$ cat src/rtl/instr_seq_ctrl.sv
// Fixed 8-slot instruction sequencer: owns the PC, latches and classifies each
// instruction, and decodes regfile/ALU/DM strobes from the current frame slot.
module instr_seq_ctrl #(
  parameter int DataSize = 32,
  parameter int MemSize  = 10
) (
  input  logic                clk,
  input  logic                reset,
  input  logic [DataSize-1:0] instruction,
  output logic [MemSize-1:0]  PC,
  output logic                IM_read,
  output logic                IM_write,
  output logic                IM_enable,
  output logic                DM_read,
  output logic                DM_write,
  output logic                DM_enable,
  output logic [DataSize-1:0] ir,
  output logic                reg_read,
  output logic                reg_write,
  output logic                alu_en,
  output logic                imm_sel,
  output logic                mem_to_reg,
  output logic                illegal,
  output logic [2:0]          state,
  output logic [127:0]        cycle_cnt
);

  typedef enum logic [2:0] {
    S_FETCH, S_WAIT, S_LATCH, S_DECODE, S_EXEC, S_MEM, S_MEMWAIT, S_WB
  } slot_e;

  typedef enum logic [2:0] {
    C_ALU, C_IMM, C_MOVI, C_LW, C_SW, C_ILL
  } class_e;

  slot_e               state_q, state_d;
  class_e              cls_q, cls_d;
  logic [MemSize-1:0]  pc_q, pc_d;
  logic [DataSize-1:0] ir_q, ir_d;
  logic [127:0]        cnt_q;

  function automatic class_e classify(input logic [5:0] op);
    unique case (op)
      6'b100000:                       return C_ALU;
      6'b101000, 6'b101100, 6'b101011: return C_IMM;
      6'b100010:                       return C_MOVI;
      6'b000010:                       return C_LW;
      6'b001010:                       return C_SW;
      default:                         return C_ILL;
    endcase
  endfunction

  // NOTE: state registers use non-blocking assignments so every flop samples
  // the pre-edge values, independent of process evaluation order.
  always_ff @(posedge clk) begin
    if (reset) begin
      state_q <= S_FETCH;
      cls_q   <= C_ILL;
      pc_q    <= '0;
      ir_q    <= '0;
      cnt_q   <= '0;
    end else begin
      state_q <= state_d;
      cls_q   <= cls_d;
      pc_q    <= pc_d;
      ir_q    <= ir_d;
      cnt_q   <= cnt_q + 128'd1;
    end
  end

  always_comb begin
    // NOTE: every signal written here gets a default first, so no branch
    // of the case below can leave one unassigned and infer a latch.
    state_d    = S_FETCH;
    cls_d      = cls_q;
    pc_d       = pc_q;
    ir_d       = ir_q;
    IM_read    = 1'b0;
    IM_enable  = 1'b0;
    DM_read    = 1'b0;
    DM_write   = 1'b0;
    DM_enable  = 1'b0;
    reg_read   = 1'b0;
    reg_write  = 1'b0;
    alu_en     = 1'b0;
    imm_sel    = 1'b0;
    mem_to_reg = 1'b0;
    illegal    = 1'b0;

    unique case (state_q)
      S_FETCH: begin
        state_d   = S_WAIT;
        IM_enable = 1'b1;
        IM_read   = 1'b1;
      end
      S_WAIT: begin
        state_d   = S_LATCH;
        IM_enable = 1'b1;
      end
      S_LATCH: begin
        state_d = S_DECODE;
        ir_d    = instruction;
        cls_d   = classify(instruction[30:25]);
      end
      S_DECODE: begin
        state_d  = S_EXEC;
        reg_read = (cls_q != C_ILL);
      end
      S_EXEC: begin
        state_d = S_MEM;
        alu_en  = (cls_q inside {C_ALU, C_IMM});
      end
      S_MEM: begin
        state_d   = S_MEMWAIT;
        DM_enable = (cls_q inside {C_LW, C_SW});
        DM_read   = (cls_q == C_LW);
        DM_write  = (cls_q == C_SW);
      end
      S_MEMWAIT: begin
        state_d    = S_WB;
        DM_enable  = (cls_q == C_LW);
        mem_to_reg = (cls_q == C_LW);
      end
      S_WB: begin
        state_d    = S_FETCH;
        pc_d       = pc_q + MemSize'(1);
        mem_to_reg = (cls_q == C_LW);
        reg_write  = (cls_q inside {C_ALU, C_IMM, C_MOVI, C_LW});
        illegal    = (cls_q == C_ILL);
      end
      default: ;
    endcase

    // The class register holds the previous frame until S2, so imm_sel waits for S3.
    imm_sel = (state_q >= S_DECODE) && (cls_q inside {C_IMM, C_MOVI, C_LW, C_SW});

    if (reset) begin
      IM_read    = 1'b0;
      IM_enable  = 1'b0;
      DM_read    = 1'b0;
      DM_write   = 1'b0;
      DM_enable  = 1'b0;
      reg_read   = 1'b0;
      reg_write  = 1'b0;
      alu_en     = 1'b0;
      imm_sel    = 1'b0;
      mem_to_reg = 1'b0;
      illegal    = 1'b0;
    end
  end

  assign PC        = pc_q;
  assign ir        = ir_q;
  assign state     = state_q;
  assign cycle_cnt = cnt_q;
  assign IM_write  = 1'b0;

endmodule

$ cat config.mk
export PLATFORM = sky130hd
export DESIGN_NAME = instr_seq_ctrl
export DESIGN_NICKNAME = d
export VERILOG_FILES = /design/src/rtl/instr_seq_ctrl.sv
export SDC_FILE = /design/constraint.sdc
export NUM_CORES = 1
export LEC_CHECK = 0
export ABC_AREA = 1
export CAP_MARGIN = 20
export CORE_MARGIN = 2
export CORE_UTILIZATION = 30
export CTS_BUF_LIST = sky130_fd_sc_hd__clkbuf_4
export DETAILED_ROUTE_END_ITERATION = 10
export PLACE_DENSITY = 0.61
export SYNTH_ARGS = -nofsm -noshare
export SYNTH_HDL_FRONTEND = slang
export SYNTH_SLANG_ARGS = --single-unit
$ cat constraint.sdc
create_clock -name clk -period 1.9 [get_ports clk]
set_clock_uncertainty 0.1 [all_clocks]
set_input_delay 0.38 -clock clk [delete_from_list [all_inputs] [get_ports clk]]
set_output_delay 0.38 -clock clk [all_outputs]
set_load 0.02 [all_outputs]
Word level (Yosys, flattened, before mapping)
Cells that the tools add are included.
- register bits after elaboration: 176
- bits of input ports: 34
- output and inout port bits: 185
- word-level logic and storage cells: 61
- $add $sub $neg: 2
- order comparisons: 1
- equal/unequal tests: 20
- muxes and demuxes: 23
- reductions and logical operators: 10
- operators with widths (cell ; count):
    adder 128 x 1 -> 128 bit, second input constant ; 1
    equality test 6 bit, second input constant ; 5
    one-hot mux 3 bit (8 select lines) ; 1
    2-to-1 mux 1 bit ; 20
    equality test 3 bit, second input constant ; 6
    one-hot mux 3 bit (5 select lines) ; 1
    equality test 3 x 2 -> 1 bit, second input constant ; 4
    adder 10 x 1 -> 10 bit, second input constant ; 1
    nonzero test 4 bit ; 2
    equality test 3 x 1 -> 1 bit, second input constant ; 2
    equality test 6 x 2 -> 1 bit, second input constant ; 1
    equality test 6 x 4 -> 1 bit, second input constant ; 1
    zero test 3 bit ; 2
    nonzero test 2 bit ; 2
    OR reduction 2 bit ; 2
    >= comparator 3 x 2 -> 1 bit, second input constant ; 1
    inequality test 3 bit, second input constant ; 1
    OR reduction 3 bit ; 1
    one-hot mux 1 bit (2 select lines) ; 1
    logical AND 1 bit ; 1

Depth between registers and ports, before layout
- depth in word-level cells: 4
- gate-level depth with buffers: 11
- depth with buffers taken out: 11

Worst setup path after synthesis
No wires, ideal clock.
- path type: register to output
- start: register state_q[0] (netlist: state[0])
- end: output port DM_enable
- arrival time: 1.998 ns
- data required time: 1.420 ns
- slack: -0.578 ns
- cell stages (with the launch flop): 6
- cell sequence: dfxtp_1 > ha_1 > nand2_1 > nor4_1 > a31oi_1 > a21oi_1
- word-level cells in the longest chain between the ends: 3
- elaborated cells on any way between the ends: 4
- those cells by class: eq/ne (2); mux (2)
- ends and longest elaborated chain (item ; line ; text):
    start, declared ; 36 ; slot_e state_q, state_d;
    start signal, assigned ; 63 ; state_q <= state_d;
    equality test 3 bit ; 90 ; unique case (state_q)
    one-hot mux 1 bit (2 select lines) (*) ; 90 ;
    2-to-1 mux 1 bit (*) ; 137 ; if (reset) begin
    end, declared ; 16 ; output logic DM_enable,
Mark *: on every way between the ends. The rest lies on a longest branch, timed or not.

Worst setup path after layout
- start: register state_q[1] (netlist: state[1])
- end: output port DM_enable
The elaborated chain is that of the path after synthesis.

==> impl_metrics.yaml <==
grt:
  grt_pass1_vias: 12808
  antenna_found_initial: 1
  grtUsageMet2: 0.442
  grt_max_degree: 77
  grtUsageTotal: 0.267
  grtUsageMet3: 0.0593
  grt_pass1_wl_mm: 71.6
  use_met1: 0.337
  overflow: 0
  top_usage_layer: "met2"
synth:
  synth_edf_count: 0
  ys_seq_area_frac: 0.349
  syn_area_um2: 10100
  avgSynthCellArea_um2: 5.94
  ys_ff_latch: 176
  ys_warn_count: 0
  synthTopCellsByArea: "dfxtp_1 35%, nand2_1 19%, nor2_1 18%"
  yosys.area.top_type_share: 0.349
  synthFlopType: "dfxtp_1"
  syn_nets: 1739
  ys_types: 36
  syn_inst: 1699
  synth_top_cell_by_area: "dfxtp_1"
  async_flop_share: 0
detailed_routing:
  routed_wl_mm: 48.4
  ant_nets: 0
  dr.pass1.iters: 7
  vias_per_cell: 4.79
  wire_per_inst_um: 17.5
  drt_iter0_drc: 905
  via_count: 13242
  drc_errors: 0
setup_path:
  worstSetupStartpoint: "state[1]"
  critical_path_required_ps: 1420
  r2r_start: "cycle_cnt[23]"
  crit_type: "flip-flop to output pin"
  arrival_ps: 1870
  setup.worst_path.start_class: "flip-flop"
  r2r_cells: 12
  worst-path-max-fanout: 2
  end_kind: "output pin"
outcome:
  status: "finished, violations left"
  violations: "negative setup slack"
finish:
  final_core_util: 0.510
  fill_cells: 3443
  final_layout_size_suffix_gt1_frac: 0.456
  nets: 2339
  syn_to_final_growth_pct: 68.5
  layoutNonFillerInstCount: 2762
place:
  place.gp.congestion: 0.977
  placed_cells: 2674
  post-dp-hpwl_mm: 38.1
  place_ws_ps: -314
  io_buffers: 217
floorplan:
  die_area_um2: 35100
  initial_utilization: 0.302
  core_um2: 33400
  io_pins: 219
  die_x_um: 187
  rows: 67
  die_y_um: 187
cts:
  cts_tree: "built"
  cts-root-buf: "clkbuf_4"
  cts_max_level: 4
  clock_sinks: 176
  cts_made_buffers: 17
  cts_buffer_depth: 2
  clk_latency_ps: 650
  clk_pin_slew_worst_paths_ps: 140
  cts_hold_buf: 0
power_and_ir_drop:
  p_per_area_nw_per_um2: 453
  seqPwrFrac: 0.510
  switching_power_mw: 2.52
  p_leak_nw: 6.61
  comb_power_share: 0.193
  p_clk_frac: 0.296
  swShare: 0.327
  p_int_mw: 5.18
  max-vdd-ir-drop_mv: 0.516
sta:
  layout_setup_ws_ps: -446
  worst_pin_slew_ps: 946
  hold_ws_ps: 181
  hold_violations: 0
  period_share: 1.23
  final-setup-viol-count: 11
  drv_slew: 0
  rsz0062_at_grt: "yes"
  fmax_mhz: 426
  slew_headroom: 0.369
  period_needed_ps: 2350
hold_path:
  hold_path_class: "input pin to flip-flop"
  min_path_cells: 3
  worstHoldStart: "reset"
flow_run:
  drv_cap: 0
[cell type report]
| type | count | area, µm² | area share |
|---|---|---|---|
| clock inverter | 15 | 143 | 0.00839 |
| sequential | 176 | 3820 | 0.225 |
| tap | 448 | 561 | 0.0330 |
| timing repair buffer | 609 | 4650 | 0.274 |
| inverter | 145 | 549 | 0.0323 |
| multi-input combinational | 1350 | 7140 | 0.420 |
| antenna | 2 | 5.00 | 0.000294 |
| clock buffer | 17 | 128 | 0.00751 |
[registers in the layout (all words and copies together) (netlist names)]
| signal | flops |
|---|---|
| state | 3 |
| ir | 32 |
| PC | 10 |
| cls_q | 3 |
| cycle_cnt | 128 |
[critical path, stage by stage, from the launching register on]
cell and delay [ps]:
dfxtp_2 350, inv_2 70, ha_4 140, nand2_4 50, nor4_4 230, a31oi_1 90, a21oi_2 140, buf_4 160
[layer usage]
| layer | wire length [µm] | vias to the layer above |
|---|---|---|
| met1 | 20500 | 6173 |
| li1 | - | 6514 |
| met4 | 1770 | 0 |
| met3 | 3480 | 66 |
| met5 | 0 | - |
| met2 | 22700 | 489 |
[cell families (layout without fill, tap and decap cells)]
kind of cell	count (synthesis)	in the layout	share of synthesized area
AND/OR/NAND/NOR	1144	1144	0.464
flip-flops	176	176	0.349
buffers and inverters	173	786	0.0648
AO/OA/AOI/OAI	163	163	0.0831
XOR/XNOR	36	36	0.0312
adder cells (fa/ha/maj)	6	6	0.00744
other	1	3	0.000372
[stage by stage]
step	setup TNS, ps	power (mW)	instance area, µm²
after global routing	-5980	8.06	17000
after floorplan	-195	4.76	10100
after CTS	-4350	7.71	15700
final	-3100	7.70	17000
after global placement	-3230	5.51	15300
after detailed placement	-4580	5.52	15300
[cell usage after synthesis, types with 4 or more instances]
cell type,number
nand2_1,506
nor2_1,472
dfxtp_1,176
inv_1,141
a21oi_1,95
nand3_1,81
o21ai_0,57
clkbuf_1,25
nor2_2,23
xnor2_1,19
xor2_1,17
nand4_1,16
nor2_4,10
nand2_2,9
nor3_1,7
ha_1,6
inv_2,4
nor4_1,4
o21a_1,4
[timing repair]
item / 4_1_cts / 5_1_grt
setup endpoints to repair: 258 / 170
setup buffers: 40 / 22
resized for setup: 845 / 434
endpoints found under the hold margin: 0 / 0
pin swaps: 5 / 76
[worst paths after layout]
path              slack (ps)             to
setup / recovery        -450      DM_enable
hold / removal           180       state[1]
setup reg to reg           0  cycle_cnt[75]
hold reg to reg          370          PC[8]
[power by group through the flow]
| stage | Combinational (mW) | Clock [mW] | Sequential, mW |
|---|---|---|---|
| 2_1_floorplan | 0.465 | 0 | 4.29 |
| 3_3_place_gp | 1.46 | 0 | 4.05 |
| 3_5_place_dp | 1.46 | 0 | 4.06 |
| 4_1_cts | 1.43 | 2.33 | 3.94 |
| 5_1_grt | 1.63 | 2.48 | 3.95 |
| 6_report | 1.49 | 2.28 | 3.93 |
[layout by cell type, fill, tap and decap left out, types with 18 or more instances in the layout]
cell               n
buf_2            104
clkdlybuf4s15_2   18
nand2_1          422
clkdlybuf4s15_1   19
buf_4            378
nor2_2           132
nor2_4            73
buf_6             36
nor2_1           300
xnor2_1           19
nand3_1           71
clkdlybuf4s50_1   32
dfxtp_1           46
a21oi_1           90
nand2_2           85
dfxtp_4           53
clkbuf_4          18
dfxtp_2           77
inv_1            135
o21ai_0           56
Power figures use the tool's default switching activity.
